==> config.mk <==
export PLATFORM = sky130hd
export DESIGN_NAME = jump_ctrl
export DESIGN_NICKNAME = d
export VERILOG_FILES = /design/src/rtl/jump_ctrl_pkg.sv /design/src/rtl/ras_stack.sv /design/src/rtl/jump_ctrl.sv
export SDC_FILE = /design/constraint.sdc
export NUM_CORES = 1
export LEC_CHECK = 0
export BUFFER_PORTS_ARGS = -buffer_cell sky130_fd_sc_hd__buf_4
export CAP_MARGIN = 20
export CORE_MARGIN = 2
export CORE_UTILIZATION = 30
export CTS_BUF_LIST = sky130_fd_sc_hd__clkbuf_4
export CTS_CLUSTER_SIZE = 40
export DETAILED_ROUTE_END_ITERATION = 12
export MAX_ROUTING_LAYER = met4
export PLACE_DENSITY = 0.44
export SYNTH_ARGS = -nofsm -noshare
export SYNTH_HDL_FRONTEND = slang
export SYNTH_HIERARCHICAL = 1
export SYNTH_SLANG_ARGS = --single-unit
==> constraint.sdc <==
create_clock -name clk -period 3 [get_ports clk]
set_clock_uncertainty 0.05 [all_clocks]
set_input_delay 0.15 -clock clk [delete_from_list [all_inputs] [get_ports clk]]
set_output_delay 0.15 -clock clk [all_outputs]
set_load 0.02 [all_outputs]
==> src/rtl/jump_ctrl_pkg.sv <==
// Shared types and default sizing for the jump control unit.
package jump_ctrl_pkg;

  typedef enum logic [1:0] {
    JOP_NONE  = 2'd0,
    JOP_JCOND = 2'd1,
    JOP_CALL  = 2'd2,
    JOP_RET   = 2'd3
  } jop_t;

  localparam int unsigned DefD        = 12;
  localparam int unsigned DefLutAw    = 5;
  localparam int unsigned DefRasDepth = 4;

endpackage

==> src/rtl/ras_stack.sv <==
// Return-address stack: LIFO of Width-bit entries; push when full / pop when empty are ignored.
module ras_stack #(
  parameter int unsigned Width = 12,
  parameter int unsigned Depth = 4
) (
  input  logic                         clk,
  input  logic                         reset,
  input  logic                         push,
  input  logic                         pop,
  input  logic [Width-1:0]             push_data,
  output logic [Width-1:0]             top,
  output logic [$clog2(Depth+1)-1:0]   count,
  output logic                         full,
  output logic                         empty
);

  localparam int unsigned AW = (Depth > 1) ? $clog2(Depth) : 1;
  localparam int unsigned CW = $clog2(Depth + 1);

  logic [Width-1:0] entries_q [Depth];
  logic [CW-1:0]    count_q;
  logic [AW-1:0]    push_idx;
  logic [AW-1:0]    top_idx;

  assign full     = (count_q == CW'(Depth));
  assign empty    = (count_q == '0);
  assign push_idx = AW'(count_q);
  assign top_idx  = AW'(count_q - CW'(1));
  assign top      = empty ? '0 : entries_q[top_idx];
  assign count    = count_q;

  // Popped entries are left in place; only count_q defines the live region.
  always_ff @(posedge clk or negedge reset) begin
    if (!reset) begin
      count_q <= '0;
      for (int unsigned i = 0; i < Depth; i++) begin
        entries_q[i] <= '0;
      end
    end else if (push && !full) begin
      entries_q[push_idx] <= push_data;
      count_q             <= count_q + CW'(1);
    end else if (pop && !empty) begin
      count_q <= count_q - CW'(1);
    end
  end

endmodule

==> src/rtl/jump_ctrl.sv <==
// Control-flow unit feeding the PC: same-cycle jump decode with a loadable target LUT and a RAS.
module jump_ctrl
  import jump_ctrl_pkg::*;
#(
  parameter int unsigned D         = DefD,
  parameter int unsigned LUT_AW    = DefLutAw,
  parameter int unsigned RAS_DEPTH = DefRasDepth
) (
  input  logic                             clk,
  input  logic                             reset,
  input  logic [D-1:0]                     prog_ctr,
  input  jop_t                             jump_op,
  input  logic                             cond_flag,
  input  logic [LUT_AW-1:0]                lut_idx,
  input  logic                             lut_we,
  input  logic [LUT_AW-1:0]                lut_waddr,
  input  logic [D-1:0]                     lut_wdata,
  input  logic                             clr_flags,
  output logic                             absjump_en,
  output logic [D-1:0]                     target,
  output logic [$clog2(RAS_DEPTH+1)-1:0]   ras_count,
  output logic                             ras_overflow,
  output logic                             ras_underflow
);

  localparam int unsigned LutSize = 2 ** LUT_AW;

  logic [D-1:0] lut_q [LutSize];
  logic [D-1:0] ras_top;
  logic         ras_full;
  logic         ras_empty;
  logic         push;
  logic         pop;
  logic         take;
  logic [D-1:0] tgt;
  logic         ovf_set;
  logic         unf_set;
  logic         ovf_q;
  logic         unf_q;

  always_comb begin
    take    = 1'b0;
    tgt     = '0;
    push    = 1'b0;
    pop     = 1'b0;
    ovf_set = 1'b0;
    unf_set = 1'b0;
    unique case (jump_op)
      JOP_NONE: ;
      JOP_JCOND: begin
        if (cond_flag) begin
          take = 1'b1;
          tgt  = lut_q[lut_idx];
        end
      end
      JOP_CALL: begin
        if (ras_full) begin
          ovf_set = 1'b1;
        end else begin
          take = 1'b1;
          tgt  = lut_q[lut_idx];
          push = 1'b1;
        end
      end
      JOP_RET: begin
        if (ras_empty) begin
          unf_set = 1'b1;
        end else begin
          take = 1'b1;
          tgt  = ras_top;
          pop  = 1'b1;
        end
      end
      default: ;
    endcase
  end

  // Outputs are forced quiet while reset is held, independent of any clock edge.
  assign absjump_en = reset & take;
  assign target     = reset ? tgt : '0;

  // Reads see the pre-edge contents, so a same-cycle write returns the old value.
  always_ff @(posedge clk or negedge reset) begin
    if (!reset) begin
      for (int unsigned i = 0; i < LutSize; i++) begin
        lut_q[i] <= '0;
      end
    end else if (lut_we) begin
      lut_q[lut_waddr] <= lut_wdata;
    end
  end

  // A set event in the same cycle as a clear keeps the flag high.
  always_ff @(posedge clk or negedge reset) begin
    if (!reset) begin
      ovf_q <= 1'b0;
      unf_q <= 1'b0;
    end else begin
      ovf_q <= ovf_set | (ovf_q & ~clr_flags);
      unf_q <= unf_set | (unf_q & ~clr_flags);
    end
  end

  assign ras_overflow  = ovf_q;
  assign ras_underflow = unf_q;

  ras_stack #(
    .Width (D),
    .Depth (RAS_DEPTH)
  ) u_ras (
    .clk       (clk),
    .reset     (reset),
    .push      (push),
    .pop       (pop),
    .push_data (prog_ctr + D'(1)),
    .top       (ras_top),
    .count     (ras_count),
    .full      (ras_full),
    .empty     (ras_empty)
  );

endmodule

==> results.env <==
POSTSYNTHNETCOUNT=1462
CLOCK_LATENCY_ON_THE_WORST_SKEW_PAIR_PS=920
ROUTE.VIAS.TOTAL=12866
TOP_AREA_CELL_TYPE_SHARE_OF_THE_NETLIST_AREA=0.528
WORST-ENDPOINT-REQUIRED_PS=2800
N_FILL_CELL=6681
WIRE_PER_INST_UM=23.0
CRITICAL_PATH_CLASS='flip-flop to primary output'
INITIAL_CORE_UTIL=0.302
TRITONCTS_NUM_SINKS=437
TIMING.SLEW.HEADROOM=0.317
NUMBER_OF_ANTENNA_VIOLATIONS_AT_THE_FIRST_CHECK_IN_GLOBAL_ROUTING=1
TOTALWIRELENGTH_UM=59100
CLOCKBUFFERDEPTH=3
NETLIST_INSTANCES=1414
GRT_START_MAX_NET_PINS=157
HP-CLASS='primary input to async pin'
R2R_START='u_ras/count[0]'
SLOWEST_STAGE='dfrtp_1'
PLACEMENT.IO_BUFFERS=58
WORST_PATH_DOMINANT_CELL_FAMILY='compound AO/OA/AOI/OAI gates'
POST-ROUTE-DRC-COUNT=0
MAX-VDD-IR-DROP_mV=0.278
VIAS_IN_THE_FIRST_GLOBAL_ROUTE=13806
SYNTH_FLOP_CELL='dfrtp_1'
SYNTH-SEQ-CELLS=437
REG2REG_CAPTURE_POINT='u_ras/entries_q[44]'
CTS_MAX_LEVEL=4
DRT_PASS1_ITERATIONS=5
LEAKAGE_nW=11.0
WORST-PATH-BUF-INV=2
POST_ROUTE_CELLS_DRIVE_ABOVE_1_SHARE=0.534
ROOT_BUFFER='clkbuf_4'
GPL.FINAL_WEIGHTED_CONGESTION=0.769
YOSYS-TOP-CELLS-AREA='dfrtp_1, mux2_2, mux4_2, mux2i_1, clkbuf_1'
NUMBER_OF_I_O_PINS=59
INSTANCES_NO_FILL=2571
FAILED_CHECKS='negative setup slack'
FIN_TNS_SETUP_PS=-3160
SETUP_VIOL=12
REG2REG_SETUP_SLACK_PS=700
FINAL.MIN_CLOCK_PERIOD_PS=3370
GLOBALROUTETOTALUTIL=0.177
DRT_FIRST_ITER_VIOLATIONS=662
CTS_TREE='yes'
SETUP.WORST_PATH.START_CLASS='flip-flop'
POST-ROUTE-WORST-SETUP-SLACK_PS=-366
SYN_TO_FINAL_GROWTH_PCT=19.2
SYNTHESIS.AREA_MM2=0.0207
POSTSYNTHAREAPERCELL_UM2=14.6
FP.DIEAREA_MM2=0.0712
MAX_STAGE_DELAY_PS=360
MAX_CAP_VIOLS=0
GRT_SETUP_UNREPAIRED='yes'
POSTPLACECELLAREA_MM2=0.0223
FINAL.PERIOD_UTILIZATION=1.12
DRV_SLEW=0
EDFF_COUNT_SYNTH=0
DIE_W_UM=267
NETS=1666
NETLIST-CELL-TYPE-COUNT=58
GRT_PASS1_WL_UM=89600
SYNTH_ASYNC_SR_FLOP_SHARE=1.00
PLACEABLECOREAREA_MM2=0.0685
WORSTPATHCELLLIST='inv_2, ha_4, mux4_2, nor2b_4, a221oi_2, a22o_1, o21ai_1, a211o_1, buf_6'
YS_SEQ_AREA_FRAC=0.528
CRIT_PATH_MAX_FANOUT=3
WORST_SLEW_PIN_SLEW_PS=1020
CORE.ROWCOUNT=96
DP_CELLS=2300
YOSYSWARNINGS=6
PATH_CLK_SLEW_PS=60
HPWL_UM=36900
SYNTH_TOP_CELL_BY_AREA='dfrtp_1'
ROUTED_VIA_DENSITY=5.00
ACHIEVABLE-FREQUENCY_MHz=297
SYNTH.TOP_CELLS.BY_COUNT='mux2_2, dfrtp_1, mux4_2'
NUMBER_OF_CLOCK_BUFFERS_INSERTED_BY_TRITONCTS=130
POWER-PER-CELL-AREA_mW_PER_MM2=723
REPORT.POWER.TOTAL_mW=17.8
REG2REGPATHDEPTH=11
YOSYS.CELL_COUNT.TOP_TYPE='mux2_2'
RUN_STATUS='finished, violations left'
DRTANTENNAVIOLNETS=0
WORST_SETUP_PATH_END_KIND='primary output'
GRT_OVERFLOW_TOTAL=0
CRITPATHARRIVALTIME_PS=3170
LAYOUT.CELL_AREA.NON_FILLER_MM2=0.0247
FINALHOLDVIOLATIONS=0
WORST_SETUP_PATH_STARTPOINT='u_ras/count[0]'
CHIPHEIGHT_UM=267
[routing by layer]
metal,up-vias,GRT usage,share of wire
li1,5697,-,-
met5,-,-,0
met4,0,0.0544,0.017
met3,66,0.0400,0.036
met1,6844,0.230,0.47
met2,259,0.276,0.48
[cell usage in the layout, fill, tap and decap left out, types with 4 or more instances in the layout]
cell type        n
nand3_1         39
buf_6            7
inv_1            6
a22o_1           4
buf_8            4
nor3_1           5
dfrtp_1        436
nand4_1          6
nor3b_1          4
mux4_2          86
a22oi_1          4
ha_1             4
mux2i_1         52
o211ai_1         4
xnor2_1          8
mux2_2         454
dlygate4sd3_1   50
nand3b_1         7
inv_2            6
a21oi_1         16
buf_4          107
nand2_1         41
clkbuf_4       174
clkinv_1        18
o21ai_1          4
a222oi_1         5
nor2b_2          6
nor3_2           5
buf_12          16
nor2b_1         13
nor2_1          27
[report_power, final]
| part | internal, mW | switching (mW) | total, mW |
|---|---|---|---|
| Clock | 2.90 | 2.54 | 5.44 |
| Combinational | 2.53 | 1.98 | 4.51 |
| Sequential | 7.26 | 0.635 | 7.89 |
| Total | 12.7 | 5.15 | 17.8 |
[kinds of logic after synthesis]
family          after synthesis  synth area share
buf+inv                     121            0.0285
fa+ha+maj                     7           0.00423
flops                       437             0.528
simple gates                183            0.0462
mux                         594             0.367
compound gates               61            0.0214
xor+xnor                     11           0.00465
[registers in the layout, indices dropped and copies added (netlist names)]
| name | cells |
|---|---|
| ras_underflow | 1 |
| lut_q | 384 |
| u_ras/entries_q | 48 |
| ras_overflow | 1 |
| u_ras/count | 3 |
[cell type report]
class,instances,area [µm²],share of cell area
Sequential cell,437,10900,0.443
Inverter,9,33.8,0.00137
Clock inverter,26,184,0.00745
Tap cell,882,1100,0.0447
Timing Repair Buffer,184,1760,0.0714
Multi-Input combinational cell,856,9350,0.379
Clock buffer,174,1310,0.0529
Antenna cell,3,7.51,0.000304
[stage by stage]
stage / hold WS, ps / setup slack, ps / util
final: 104 / -366 / 0.361
after floorplan: -196 / 14.4 / -
after global routing: 71.2 / -589 / 0.361
after CTS: 12.5 / -515 / 0.359
after detailed placement: -33.1 / 266 / 0.325
after global placement: -24.7 / 281 / 0.325
[worst max path at each step]
stage,cells past startpoint,slack (ps),endpoint
after floorplan,11,10,target[3]
after global placement,10,280,target[0]
after detailed placement,10,270,target[0]
after CTS,11,-510,target[10]
after global routing,9,-590,target[3]
final,9,-370,target[3]
[worst register-to-register path, cell delays in order (launching register included)]
cell      delay, ps
dfrtp_1         360
inv_2            70
ha_4            160
and2_4          160
nor3b_4         200
buf_4           140
buf_4           100
a21boi_2        140
buf_4           210
nand2_1          80
buf_4           210
mux2_2          290
[what timing repair did]
item	in CTS	in global routing
pin swaps	15	11
setup buffers	7	5
setup endpoints to repair	13	13
endpoints found under the hold margin	872	0
hold buffers	56	0
resized for setup	38	14
(Power assumes the default switching activity.)
